File: config.mk
export PLATFORM = sky130hd
export DESIGN_NAME = board_render_sequencer
export DESIGN_NICKNAME = d
export VERILOG_FILES = /design/src/rtl/sokoban_gfx_pkg.sv /design/src/rtl/sprite_pacer.sv /design/src/rtl/board_render_sequencer.sv
export SDC_FILE = /design/constraint.sdc
export NUM_CORES = 1
export LEC_CHECK = 0
export ABC_AREA = 1
export CAP_MARGIN = 20
export CORE_MARGIN = 10
export CORE_UTILIZATION = 35
export DETAILED_ROUTE_END_ITERATION = 10
export PLACE_DENSITY = 0.66
export SLEW_MARGIN = 20
export SYNTH_ARGS = -nofsm -noshare
export SYNTH_HDL_FRONTEND = slang
export SYNTH_SLANG_ARGS = --single-unit
File: constraint.sdc
create_clock -name clk -period 5.34 [get_ports clk]
set_input_delay 0.801 -clock clk [delete_from_list [all_inputs] [get_ports clk]]
set_output_delay 0.801 -clock clk [all_outputs]
set_load 0.03 [all_outputs]
File: src/rtl/sokoban_gfx_pkg.sv
// Shared constants and type definitions for the Sokoban tile renderer.
package sokoban_gfx_pkg;

  localparam int unsigned TILE_COLS     = 20;
  localparam int unsigned TILE_ROWS     = 15;
  localparam int unsigned TILE_PX       = 8;
  localparam int unsigned SPRITE_CYCLES = 66;

  typedef enum logic [2:0] {
    ST_IDLE,
    ST_FETCH,
    ST_LATCH,
    ST_ISSUE,
    ST_WAIT,
    ST_DONE
  } render_state_t;

  typedef enum logic {
    MODE_FULL,
    MODE_SINGLE
  } render_mode_t;

  typedef enum logic [2:0] {
    TILE_FLOOR          = 3'd0,
    TILE_WALL           = 3'd1,
    TILE_BOX            = 3'd2,
    TILE_GOAL           = 3'd3,
    TILE_PLAYER         = 3'd4,
    TILE_BOX_ON_GOAL    = 3'd5,
    TILE_PLAYER_ON_GOAL = 3'd6,
    TILE_BLANK          = 3'd7
  } tile_code_t;

endpackage

File: src/rtl/sprite_pacer.sv
// Load/count-down timer: expire pulses on the CYCLES-th cycle after load.
module sprite_pacer import sokoban_gfx_pkg::*; #(
  parameter int unsigned CYCLES = SPRITE_CYCLES
) (
  input  logic clk,
  input  logic reset,
  input  logic load,
  output logic expire
);

  localparam int unsigned W = $clog2(CYCLES + 1);

  logic [W-1:0] count;

  always_ff @(posedge clk or posedge reset) begin
    if (reset) begin
      count <= '0;
    end else if (load) begin
      count <= W'(CYCLES);
    end else if (count != '0) begin
      count <= count - W'(1);
    end
  end

  assign expire = (count == W'(1));

endmodule

File: src/rtl/board_render_sequencer.sv
// Walks the tile board (or one tile), fetching each tile code and issuing a paced sprite draw.
module board_render_sequencer import sokoban_gfx_pkg::*; (
  input  logic       clk,
  input  logic       reset,
  input  logic       start_full,
  input  logic       req_tile,
  input  logic [4:0] req_col,
  input  logic [3:0] req_row,
  output logic [8:0] tile_addr,
  input  logic [2:0] tile_data,
  output logic [7:0] x_out,
  output logic [6:0] y_out,
  output logic [2:0] sprite_id,
  output logic       begin_draw,
  output logic       busy,
  output logic       done
);

  render_state_t state, state_nxt;
  render_mode_t  mode;
  logic [4:0]    col;
  logic [3:0]    row;
  logic          req_ok;
  logic          last_tile;
  logic          pacer_load;
  logic          wait_expire;

  assign req_ok    = req_tile && (32'(req_col) < TILE_COLS) && (32'(req_row) < TILE_ROWS);
  assign last_tile = (mode == MODE_SINGLE) ||
                     ((col == 5'(TILE_COLS - 1)) && (row == 4'(TILE_ROWS - 1)));

  // col/row only move at the end of WAIT, so the address is stable across FETCH and LATCH
  assign tile_addr = 9'(row) * 9'(TILE_COLS) + 9'(col);

  sprite_pacer #(.CYCLES(SPRITE_CYCLES)) u_pacer (
    .clk    (clk),
    .reset  (reset),
    .load   (pacer_load),
    .expire (wait_expire)
  );

  always_ff @(posedge clk or posedge reset) begin
    if (reset) begin
      state <= ST_IDLE;
    end else begin
      state <= state_nxt;
    end
  end

  always_comb begin
    state_nxt  = state;
    pacer_load = 1'b0;
    begin_draw = 1'b0;
    busy       = 1'b0;
    done       = 1'b0;
    case (state)
      ST_IDLE: begin
        if (start_full || req_ok) state_nxt = ST_FETCH;
      end
      ST_FETCH: begin
        busy      = 1'b1;
        state_nxt = ST_LATCH;
      end
      ST_LATCH: begin
        busy      = 1'b1;
        state_nxt = ST_ISSUE;
      end
      ST_ISSUE: begin
        busy       = 1'b1;
        begin_draw = 1'b1;
        pacer_load = 1'b1;
        state_nxt  = ST_WAIT;
      end
      ST_WAIT: begin
        busy = 1'b1;
        if (wait_expire) state_nxt = last_tile ? ST_DONE : ST_FETCH;
      end
      ST_DONE: begin
        done      = 1'b1;
        state_nxt = ST_IDLE;
      end
      default: state_nxt = ST_IDLE;
    endcase
  end

  always_ff @(posedge clk or posedge reset) begin
    if (reset) begin
      mode      <= MODE_FULL;
      col       <= '0;
      row       <= '0;
      x_out     <= '0;
      y_out     <= '0;
      sprite_id <= '0;
    end else begin
      case (state)
        ST_IDLE: begin
          if (start_full) begin
            mode <= MODE_FULL;
            col  <= '0;
            row  <= '0;
          end else if (req_ok) begin
            mode <= MODE_SINGLE;
            col  <= req_col;
            row  <= req_row;
          end
        end
        ST_LATCH: begin
          sprite_id <= tile_data;
          x_out     <= {col, 3'b000};
          y_out     <= {row, 3'b000};
        end
        ST_WAIT: begin
          if (wait_expire && !last_tile) begin
            if (col == 5'(TILE_COLS - 1)) begin
              col <= '0;
              row <= row + 4'd1;
            end else begin
              col <= col + 5'd1;
            end
          end
        end
        default: ;
      endcase
    end
  end

endmodule

# == After elaboration in Yosys (flattened, before gate mapping) ==
# Index checks and enable logic that the tools add are counted.
# totals
latchBits,0
in_bits,16
ram_bits,0
romBits,0
out_inout_bits,30
mem_count,0
reg_bits,32
wordCells,66
# op_classes
mux,21
n_shift,0
eq_ne,13
n_reduce_logical,17
addsub,4
magnitude_cmp,2
mul,1
bitwise_logic,0
n_div,0
# ops
operator,count
2-to-1 mux 5 bit,4
2-to-1 mux 4 bit,4
one-hot mux 3 bit (5 select lines),1
2-to-1 mux 7 bit,2
one-hot mux 5 bit (2 select lines),1
adder 9 x 5 -> 9 bit,1
2-to-1 mux 3 bit,3
!= test 2 bit (second input constant),4
one-hot mux 4 bit (2 select lines),1
== test 7 x 1 -> 1 bit (second input constant),1
multiplier 4 x 3 -> 7 bit (second input constant),1
nonzero test 7 bit,1
subtractor 7 x 1 -> 7 bit (second input constant),1
== test 3 x 2 -> 1 bit (second input constant),2
== test 3 bit (second input constant),2
nonzero test 2 bit,3
adder 5 x 1 -> 5 bit (second input constant),1
== test 5 bit (second input constant),1
less-than comparator 5 bit (second input constant),1
2-to-1 mux 1 bit,5
adder 4 x 1 -> 4 bit (second input constant),1
== test 4 bit (second input constant),1
logical AND 1 bit,4
less-than comparator 4 bit (second input constant),1
9 further kinds,11

# == Logic depth before layout (Yosys ltp) ==
# Gate-level depths: netlist of the first run.
# logic_depth
ltp_word,7
ltp_mapped,10
mapped_depth_nobuf,10

# == Hierarchy ==
# Synthesis of the first run repeated with hierarchy kept, for this count alone.
# hier_totals
cells_unflattened,259
hier_area_um2,2150.8
# by_module_without_submodules
mod,seq_area_each_um2,area_each_um2,instances,cells_each
board_render_sequencer,625.6,1716.6,1,204
sprite_pacer,175.2,434.2,1,55

# == Worst setup path after synthesis of the first run ==
# No wires, ideal clock.
# synth_path
kind,register -> output
startpoint,reg row[1]
endpoint,out tile_addr[8]
setup_slack_ps,2402
path_stages_with_launch,7
path_buffers,0
required_time_ps,4539
arrival_time_ps,2137
cell_sequence,dfrtp_1 -> ha_1 -> ha_1 -> fa_1 -> xor2_1 -> nand3_1 -> xor2_1
# synth_via
elab_chain_len,2
# synth_rtl
element,line_no,source
"start, declared",board_render_sequencer.sv:22,logic [3:0] row;
"start signal, assigned",board_render_sequencer.sv:104,row <= req_row;
"start signal, assigned",board_render_sequencer.sv:116,row <= row + 4'd1;
multiplier 4 x 3 -> 7 bit,board_render_sequencer.sv:33,assign tile_addr = 9'(row) * 9'(TILE_COLS) + 9'(col);
adder 9 x 5 -> 9 bit,board_render_sequencer.sv:33,
"end, declared",board_render_sequencer.sv:9,"output logic [8:0] tile_addr,"
# No other way between the ends.

# == Worst setup path in the final report of the first run ==
# Same ends and word-level chain as after synthesis.

==> results of run 1 <==
==> logic make-up after synthesis <==
logic type               share of synthesized area, %
XOR/XNOR                                         5.96
flip-flops                                       38.9
AND/OR/NAND/NOR                                  25.2
AO/OA/AOI/OAI                                    7.42
buffers and inverters                            8.64
adder cells (fa/ha/maj)                          9.85
multiplexers                                     3.83
other                                           0.182
==> placed cells by master, fill, tap and decap left out, types with 2 or more instances in the layout <==
cell type and count:
fa_1 2, ha_1 13, nor2_2 4, nand3_1 26, conb_1 6, nand4_1 7
o21ai_0 14, xnor2_1 5, nor2_4 2, clkbuf_8 5, clkdlybuf4s50_1 39, o21ai_1 4
nand3_2 2, nor3_1 4, a21oi_1 4, dfrtp_1 32, nand2_1 47, mux2_2 7
xor2_1 9, inv_2 2, nor2_1 8, inv_1 24, nand2_2 4
==> final cells by class <==
class | count | area share [%]
inverter | 26 | 3.77
sequential | 32 | 30.9
clock buffer | 6 | 2.80
tap | 72 | 3.48
timing repair buffer | 40 | 15.4
multi-input combinational | 174 | 42.3
clock inverter | 2 | 1.35
==> layer usage <==
| metal | GRT usage [%] | part of all wire (%) | vias up | wire, µm |
|---|---|---|---|---|
| li1 | - | - | 852 | - |
| met1 | 11.7 | 46 | 763 | 2100 |
| met2 | 16.8 | 45 | 36 | 2070 |
| met3 | 3.55 | 6.6 | 5 | 298 |
| met4 | 5.30 | 1.8 | 0 | 82 |
| met5 | 0 | 0 | - | 0 |
==> critical path: cells and delay by family, from the launching register on <==
family / cells / cell delay, ns
buffers and inverters: 1 / 0.68
adders and majority gates: 3 / 0.94
DFF: 1 / 0.47
xor gates and xnor gates: 2 / 0.35
and+or+nand+nor: 1 / 0.12
==> path summary, 6_finish.rpt <==
path	from	end	slack, ns	depth (start not counted)
hold reg to reg	y_out[6]$_DFFE_PP0P_	y_out[6]$_DFFE_PP0P_	0.49	2
hold / removal	y_out[6]$_DFFE_PP0P_	y_out[6]$_DFFE_PP0P_	0.49	2
max in group asynchronous	reset	row[2]$_DFFE_PP0P_	4.13	3
setup / recovery	row[1]$_DFFE_PP0P_	tile_addr[8]	1.69	7
min in group asynchronous	reset	col[4]$_DFFE_PP0P_	0.91	3
setup reg to reg	col[0]$_DFFE_PP0P_	row[2]$_DFFE_PP0P_	3.74	8
==> metrics by stage <==
stage	util [%]	hold slack, ns
3_3_place_gp	44.3	0.468
4_1_cts	46.2	0.492
5_1_grt	46.2	0.506
2_1_floorplan	-	0.491
6_report	46.2	0.489
3_5_place_dp	44.3	0.475
==> report_power, final <==
part,switching [mW],total [mW],internal [mW]
Combinational,0.531,0.898,0.367
Clock,0.0903,0.229,0.138
Sequential,0.102,0.449,0.347
==> flip-flops by register name, summed over array words and instances, names as in the netlist <==
| signal | cells |
|---|---|
| mode | 1 |
| row | 4 |
| state | 3 |
| y_out | 4 |
| u_pacer.count | 7 |
| col | 5 |
| x_out | 5 |
| sprite_id | 3 |
==> reports/metrics.cfg, run 1 <==
[status]
status = finished, final reports clean

[finish]
multiInputGateArea_mm2 = 0.00110
n_fill_cell = 567
area.growth.synth_to_final_pct = 26.0
final-instance-count-excl-fill = 352
seqCellArea_um2 = 801
final_nets = 310
num_antenna_cells = 0
design_area_mm2 = 0.00259
layout-drive-gt1-share_pct = 11.4

[yosys]
yosysSeqAreaShare_pct = 38.9
async_reset_ff_share_pct = 100
post-synth-top-count-cell = nand2_1
netlist.area_leader.share_pct = 38.9
synth.area.top_cells = dfrtp_1, nand2_1, ha_1
syn-instance-count = 238
postSynthAreaPerCell_um2 = 8.64
netlist_area_mm2 = 0.00206
post_synth_num_cell_types = 31
ys_ff_latch = 32
synth-edff-count = 0
ys_dominant_reg_cell = dfrtp_1
synth_top_area_cell = dfrtp_1
yosys-top-cells-count = nand2_1, dfrtp_1, nand3_1
ys.warnings.count = 0

[timing]
timing.final.ws_setup_ns = 1.69
final_max_slew_viol_count = 0
final.setup_skew_ns = 0.00800
post-route-period-util_pct = 68.4
tns_ns = 0
fin_crit_ns = 3.65
setup_violations = 0
grt_setup_unrepaired = no
finalHoldViolCount = 0
max_freq_mhz = 274

[placement]
place_hpwl_um = 3460
postPlaceCellArea_mm2 = 0.00248
numPortBuffers = 39
placedCellCount = 344
dpl_worst_slack_ns = 1.97
final_wtd_congestion = 0.803

[floorplan]
io-pin-count = 46
initial_utilization_pct = 36.7
rows = 27
die_area_mm2 = 0.00934
floorplan.die.width_um = 96.7
die_height_um = 96.7
floorplan.core_area_mm2 = 0.00561

[clock_tree]
tritoncts = built
cts.root.buffer_cell = clkbuf_8
clock_path_buffers = 2
worst_skew_pair.late_latency_ns = 0.28
cts_hold_buffers = 0
post_cts_setup_bufs = 0
total_cts_buffers = 5
post_cts_resize_count = 0
clock_sinks = 32
h-tree-depth = 2
clkTransAtPathRegs_ns = 0.07

[global_routing]
grt_pass1_vias = 1747
grt_max_degree = 33
grt_use_total_pct = 10.3
antenna_found_initial = 0
first_pass_grt_wire_length_um = 8240
grt_overflow = 0

[worst_setup_path]
worstPathCellList = ha_1 -> ha_1 -> fa_1 -> xor2_1 -> nand3_1 -> xor2_1 -> clkdlybuf4s50_1
data_arrival_time_at_the_worst_slack_endpoint_ns = 2.85
cp_max_stage_delay_ns = 0.68
critical_path.endpoint_type = primary output
worstSetupPathType = flip-flop to primary output
timing.critical_path.fanout_max = 8
cp_slowest_cell = clkdlybuf4s50_1
cp_data_required_time_ns = 4.54
critPathLaunchType = flip-flop

[drt]
wire_per_inst_um = 12.9
avgViaCountPerCell = 4.70
initialDrtViolationCount = 70
remaining_drc_errors = 0
final_wirelength_um = 4550
drt.antenna.violating_nets = 0
length_of_the_first_detailed_routing_pass_in_iterations = 4
detailroute.via_count = 1656

[pwr]
power_total_mw = 1.58
power.ir.vdd_worst_uv = 284
power.static_leakage_nw = 1.22
power_density_mw_per_mm2 = 608

[hold_path]
worst_hold_path_type = flip-flop to flip-flop

[run]
max_capacitance_violation_count = 0

Power figures use the tool's default switching activity.
==> run 2: changes to the inputs <==
- PLACE_DENSITY: 0.66 -> 0.68
- clock period: 5.34 -> 3 ns (I/O delays scaled with it)
==> reports/metrics.cfg, run 2 (synthesis gave the netlist of run 1 again) <==
[worst_setup_path]
data_arrival_time_at_the_worst_slack_endpoint_ns = 2.47  ; -0.38 ns
timing.critical_path.fanout_max = 8  ; unchanged
critPathLaunchType = flip-flop
cp_data_required_time_ns = 2.55  ; -1.99 ns
worst-r2r-setup-slack_ns = 1.37  ; -2.37 ns
worstSetupPathType = flip-flop to primary output
critical_path.endpoint_type = primary output

[floorplan]
floorplan.core_area_mm2 = 0.00561  ; unchanged
die_height_um = 96.7  ; unchanged
floorplan.die.width_um = 96.7  ; unchanged
io-pin-count = 46  ; unchanged
die_area_mm2 = 0.00934  ; unchanged
initial_utilization_pct = 36.7  ; unchanged
rows = 27  ; unchanged

[global_routing]
grt_use_total_pct = 9.73  ; -0.60 points
grt_overflow = 0  ; unchanged
antenna_found_initial = 0  ; unchanged
grt_max_degree = 33  ; unchanged
first_pass_grt_wire_length_um = 7930  ; -3.8%
grt_pass1_vias = 1750  ; +0.17%

[clock_tree]
worst_skew_pair.late_latency_ns = 0.28  ; about the same
post_cts_resize_count = 1  ; +1
clock_sinks = 32  ; unchanged
post_cts_setup_bufs = 0  ; unchanged
cts_hold_buffers = 0  ; unchanged
h-tree-depth = 2  ; unchanged
cts.root.buffer_cell = clkbuf_8
clock_path_buffers = 2  ; unchanged
total_cts_buffers = 5  ; unchanged
clkTransAtPathRegs_ns = 0.06  ; about the same
tritoncts = built

[finish]
final_nets = 313  ; +0.97%
n_fill_cell = 553  ; -2.5%
layout.cells.most_common_list = nand2_1, clkdlybuf4s50_1, dfrtp_1, nand3_1, inv_1
biggestRegsByFlops = u_pacer.count (7), col (5), x_out (5)
layout-drive-gt1-share_pct = 12.8  ; +1.3 points
number_of_flip_flops_in_the_largest_register = 7  ; unchanged
layout_commonest_cell = nand2_1
max_flop_register = u_pacer.count
area.growth.synth_to_final_pct = 25.3
num_antenna_cells = 0  ; unchanged
design_area_mm2 = 0.00258  ; -0.53%
final_core_util_pct = 46.0  ; -0.25 points

[placement]
dpl_worst_slack_ns = 0.242  ; -1.73 ns
final_wtd_congestion = 0.782  ; -2.7%
postPlaceCellArea_mm2 = 0.00250  ; +0.71%
numPortBuffers = 39  ; unchanged
place_hpwl_um = 3520  ; +1.9%

[timing]
tns_ns = 0  ; unchanged
max_freq_mhz = 343
timing.final.ws_setup_ns = 0.0844  ; -1.60 ns
fin_crit_ns = 2.92
post-route-period-util_pct = 97.2
final_max_slew_viol_count = 0  ; unchanged
setup_violations = 0  ; unchanged
final.setup_skew_ns = 0.00647  ; -0.00153 ns
finalHoldViolCount = 0  ; unchanged
grt_setup_unrepaired = no
final.hold.worst_slack_ns = 0.488  ; -0.00134 ns

[pwr]
power_density_mw_per_mm2 = 1060  ; +74%
power.ir.vdd_worst_uv = 587  ; +110%
power.static_leakage_nw = 1.23  ; +0.67%

[drt]
initialDrtViolationCount = 88  ; +26%
wire_per_inst_um = 12.5  ; -3.3%
length_of_the_first_detailed_routing_pass_in_iterations = 4  ; unchanged
remaining_drc_errors = 0  ; unchanged
drt.antenna.violating_nets = 0  ; unchanged
detailroute.via_count = 1663  ; +0.42%
avgViaCountPerCell = 4.70  ; -0.14%
final_wirelength_um = 4420  ; -2.7%

[run]
max_capacitance_violation_count = 0  ; unchanged

[status]
status = finished, final reports clean

[hold_path]
worst_hold_path_type = flip-flop to flip-flop

## run 2: cell types whose count changed in the layout (fill, tap and decap cells not counted), sizes merged
cell / change
bufinv: -1
dlygate4sd2: +1
buf: +5
clkdlybuf4s50: -3
## run 2: layout make-up
cell class                      count  area (µm²)  area share, %
Clock inverter                      1        5.00          0.194
Tap cell                           72        90.1           3.50
Sequential cell                    32         801           31.1
Clock buffer                        6        72.6           2.82
Multi-Input combinational cell    174        1100           42.6
Inverter                           26        97.6           3.79
Timing Repair Buffer               43         414           16.1
## run 2: final timing paths
| path | startpoint | to | depth (start not counted) |
|---|---|---|---|
| worst max-delay path | row[0]$_DFFE_PP0P_ | tile_addr[5] | 6 |
| max in group asynchronous | reset | y_out[3]$_DFFE_PP0P_ | 3 |
| worst min register to register | x_out[6]$_DFFE_PP0P_ | x_out[6]$_DFFE_PP0P_ | 2 |
| min in group asynchronous | reset | sprite_id[0]$_DFFE_PP0P_ | 3 |
| worst max register to register | col[0]$_DFFE_PP0P_ | row[0]$_DFFE_PP0P_ | 8 |
| worst min-delay path | x_out[6]$_DFFE_PP0P_ | x_out[6]$_DFFE_PP0P_ | 2 |
## run 2: metal layers
metal	track usage [%]	wire length [µm]
met1	11.9	2080
met2	15.4	1970
met3	3.55	323
met4	3.04	58
met5	0	0
## run 2: where the power goes
group          internal, mW  switching [mW]  total [mW]
clock                 0.157           0.150       0.307
combinational         0.663           0.980        1.64
sequential            0.619           0.155       0.774
## run 2: per-stage QoR
step / total power, mW / std cells
2_1_floorplan: 1.91 / 243
3_3_place_gp: 2.42 / 347
3_5_place_dp: 2.45 / 347
4_1_cts: 2.76 / 354
5_1_grt: 2.96 / 354
6_report: 2.72 / 354
## run 2: critical path: stages (launching register included)
cell and delay (ns):
dfrtp_1 0.47, ha_1 0.34, ha_1 0.33, a21oi_1 0.14, nand2_1 0.09, xor2_1 0.13
clkdlybuf4s50_1 0.70
==> run 3: changes to the inputs <==
- CORE_ASPECT_RATIO: unset -> 0.5
- CTS_CLUSTER_SIZE: unset -> 14
==> reports/metrics.cfg, run 3 (synthesis gave the netlist of run 1 again) <==
[status]
status = finished, final reports clean

[placement]
final_wtd_congestion = 0.816  ; +4.4%
place_hpwl_um = 3660  ; +3.9%
numPortBuffers = 39  ; unchanged

[global_routing]
first_pass_grt_wire_length_um = 8290  ; +4.6%
antenna_found_initial = 0  ; unchanged
grt_overflow = 0  ; unchanged
grt_max_degree = 33  ; unchanged
grt_pass1_vias = 1786  ; +2.1%
grt_use_total_pct = 10.5  ; +0.73 points

[pwr]
power.ir.vdd_worst_uv = 670  ; +14%
cell_internal_pwr_mw = 1.60  ; +11%
power.switching_fraction_pct = 45.3  ; -1.9 points
switching_power_summed_over_all_nets_mw = 1.33  ; +3.3%
power.share.clock_pct = 17.1  ; +5.8 points
pwr-share-seq_pct = 26.7  ; -1.7 points
power_density_mw_per_mm2 = 1110  ; +4.6%
power.static_leakage_nw = 1.28  ; +3.8%
power_frac_comb_pct = 56.2  ; -4.1 points

[finish]
layout-drive-gt1-share_pct = 13.4  ; +0.66 points
layout_commonest_cell = nand2_1
final_core_util_pct = 47.5  ; +1.5 points
number_of_flip_flops_in_the_largest_register = 7  ; unchanged
layout.cells.most_common_list = nand2_1, clkdlybuf4s50_1, dfrtp_1, nand3_1, inv_1
max_flop_register = u_pacer.count
final_nets = 313  ; unchanged
num_antenna_cells = 0  ; unchanged
area.growth.synth_to_final_pct = 29.0
biggestRegsByFlops = u_pacer.count (7), col (5), x_out (5)

[worst_setup_path]
regToRegEndpoint = col[2]$_DFFE_PP0P_
cp_data_required_time_ns = 2.55  ; about the same
worst-r2r-setup-slack_ns = 1.38  ; about the same
critical_path.endpoint_type = primary output
crit_path_start = row[0]$_DFFE_PP0P_
timing.rr.start = row[0]$_DFFE_PP0P_
worstSetupPathType = flip-flop to primary output
cp-endpoint = tile_addr[6]
ff2ff_path_depth = 9  ; +1
timing.critical_path.fanout_max = 8  ; unchanged
critPathLaunchType = flip-flop
data_arrival_time_at_the_worst_slack_endpoint_ns = 2.33  ; -0.14 ns

[drt]
remaining_drc_errors = 0  ; unchanged
detailroute.via_count = 1726  ; +3.8%
length_of_the_first_detailed_routing_pass_in_iterations = 4  ; unchanged
final_wirelength_um = 4740  ; +7.1%
drt.antenna.violating_nets = 0  ; unchanged
wire_per_inst_um = 13.3  ; +6.5%
initialDrtViolationCount = 90  ; +2.3%
avgViaCountPerCell = 4.85  ; +3.2%

[timing]
post-route-period-util_pct = 92.8  ; -4.4 points
max_freq_mhz = 359  ; +4.8%
tns_ns = 0  ; unchanged
final.setup_skew_ns = 0.00337  ; -0.00310 ns
fin_crit_ns = 2.78  ; -0.132 ns
setup_violations = 0  ; unchanged
finalHoldViolCount = 0  ; unchanged
grt_setup_unrepaired = no
final_max_slew_viol_count = 0  ; unchanged

[clock_tree]
clock_path_buffers = 2  ; unchanged
h-tree-depth = 2  ; unchanged
cts_hold_buffers = 0  ; unchanged
cts.root.buffer_cell = clkbuf_16
clock_sinks = 32  ; unchanged
post_cts_resize_count = 1  ; unchanged
clkTransAtPathRegs_ns = 0.05  ; about the same
tritoncts = built
post_cts_setup_bufs = 0  ; unchanged
total_cts_buffers = 5  ; unchanged
worst_skew_pair.late_latency_ns = 0.28  ; about the same

[floorplan]
floorplan.core_area_mm2 = 0.00559  ; -0.38%
io-pin-count = 46  ; unchanged
initial_utilization_pct = 36.8  ; +0.14 points
die_height_um = 74.2  ; -23%
rows = 19  ; -30%
die_area_mm2 = 0.00953  ; +2.0%
floorplan.die.width_um = 128  ; +33%

[hold_path]
min_from = y_out[4]$_DFFE_PP0P_
worst_hold_path_type = flip-flop to flip-flop
holdPathStages = 2  ; unchanged

[run]
max_capacitance_violation_count = 0  ; unchanged

[run 3: through the flow]
step | worst slack (ns) | cells | cell area [µm²] | hold WS, ns | total power, mW
after floorplan | 0.413 | 243 | 2080 | 0.491 | 1.91
after global placement | 0.276 | 348 | 2500 | 0.471 | 2.42
after detailed placement | 0.211 | 348 | 2500 | 0.477 | 2.46
after CTS | 0.0308 | 356 | 2650 | 0.491 | 2.96
after global routing | 0.0141 | 356 | 2650 | 0.511 | 3.17
final | 0.217 | 356 | 2650 | 0.484 | 2.93
[run 3: final cells by class]
cell class	instances	area, µm²
fill	509	2930
sequential	32	801
clock inverter	2	10.0
tap	73	91.3
inverter	26	97.6
clock buffer	6	139
multi-input combinational	174	1100
timing repair buffer	43	417
[run 3: worst min-delay path by stage]
| stage | slack [ns] | to |
|---|---|---|
| global placement | 0.47 | y_out[6]$_DFFE_PP0P_ |
| floorplan | 0.49 | u_pacer.count[1]$_DFFE_PP0P_ |
| detailed placement | 0.48 | y_out[6]$_DFFE_PP0P_ |
| CTS | 0.49 | y_out[4]$_DFFE_PP0P_ |
| finish | 0.48 | y_out[4]$_DFFE_PP0P_ |
| global route | 0.51 | x_out[5]$_DFFE_PP0P_ |
[run 3: power groups by stage]
stage / Combinational, mW / Clock [mW] / Sequential, mW
detailed placement: 1.67 / 0 / 0.787
finish: 1.65 / 0.503 / 0.782
global route: 1.83 / 0.535 / 0.812
global placement: 1.64 / 0 / 0.775
floorplan: 0.998 / 0 / 0.908
CTS: 1.68 / 0.508 / 0.781
[run 3: worst max-delay path: stages, from the launching register on]
cell and delay [ns]:
dfrtp_1 0.47, ha_1 0.34, ha_1 0.35, nand2_1 0.06, o21ai_0 0.26, xor2_1 0.16, dlygate4sd2_1 0.41
[run 3: per-layer routing]
metal,vias to the layer above,track usage [%],share of wire [%],wire (µm)
met5,-,0,0,0
met4,0,3.60,1.1,50
met3,4,3.05,5.2,245
met2,35,18.2,49,2300
met1,826,12.2,45,2140
li1,861,-,-,-
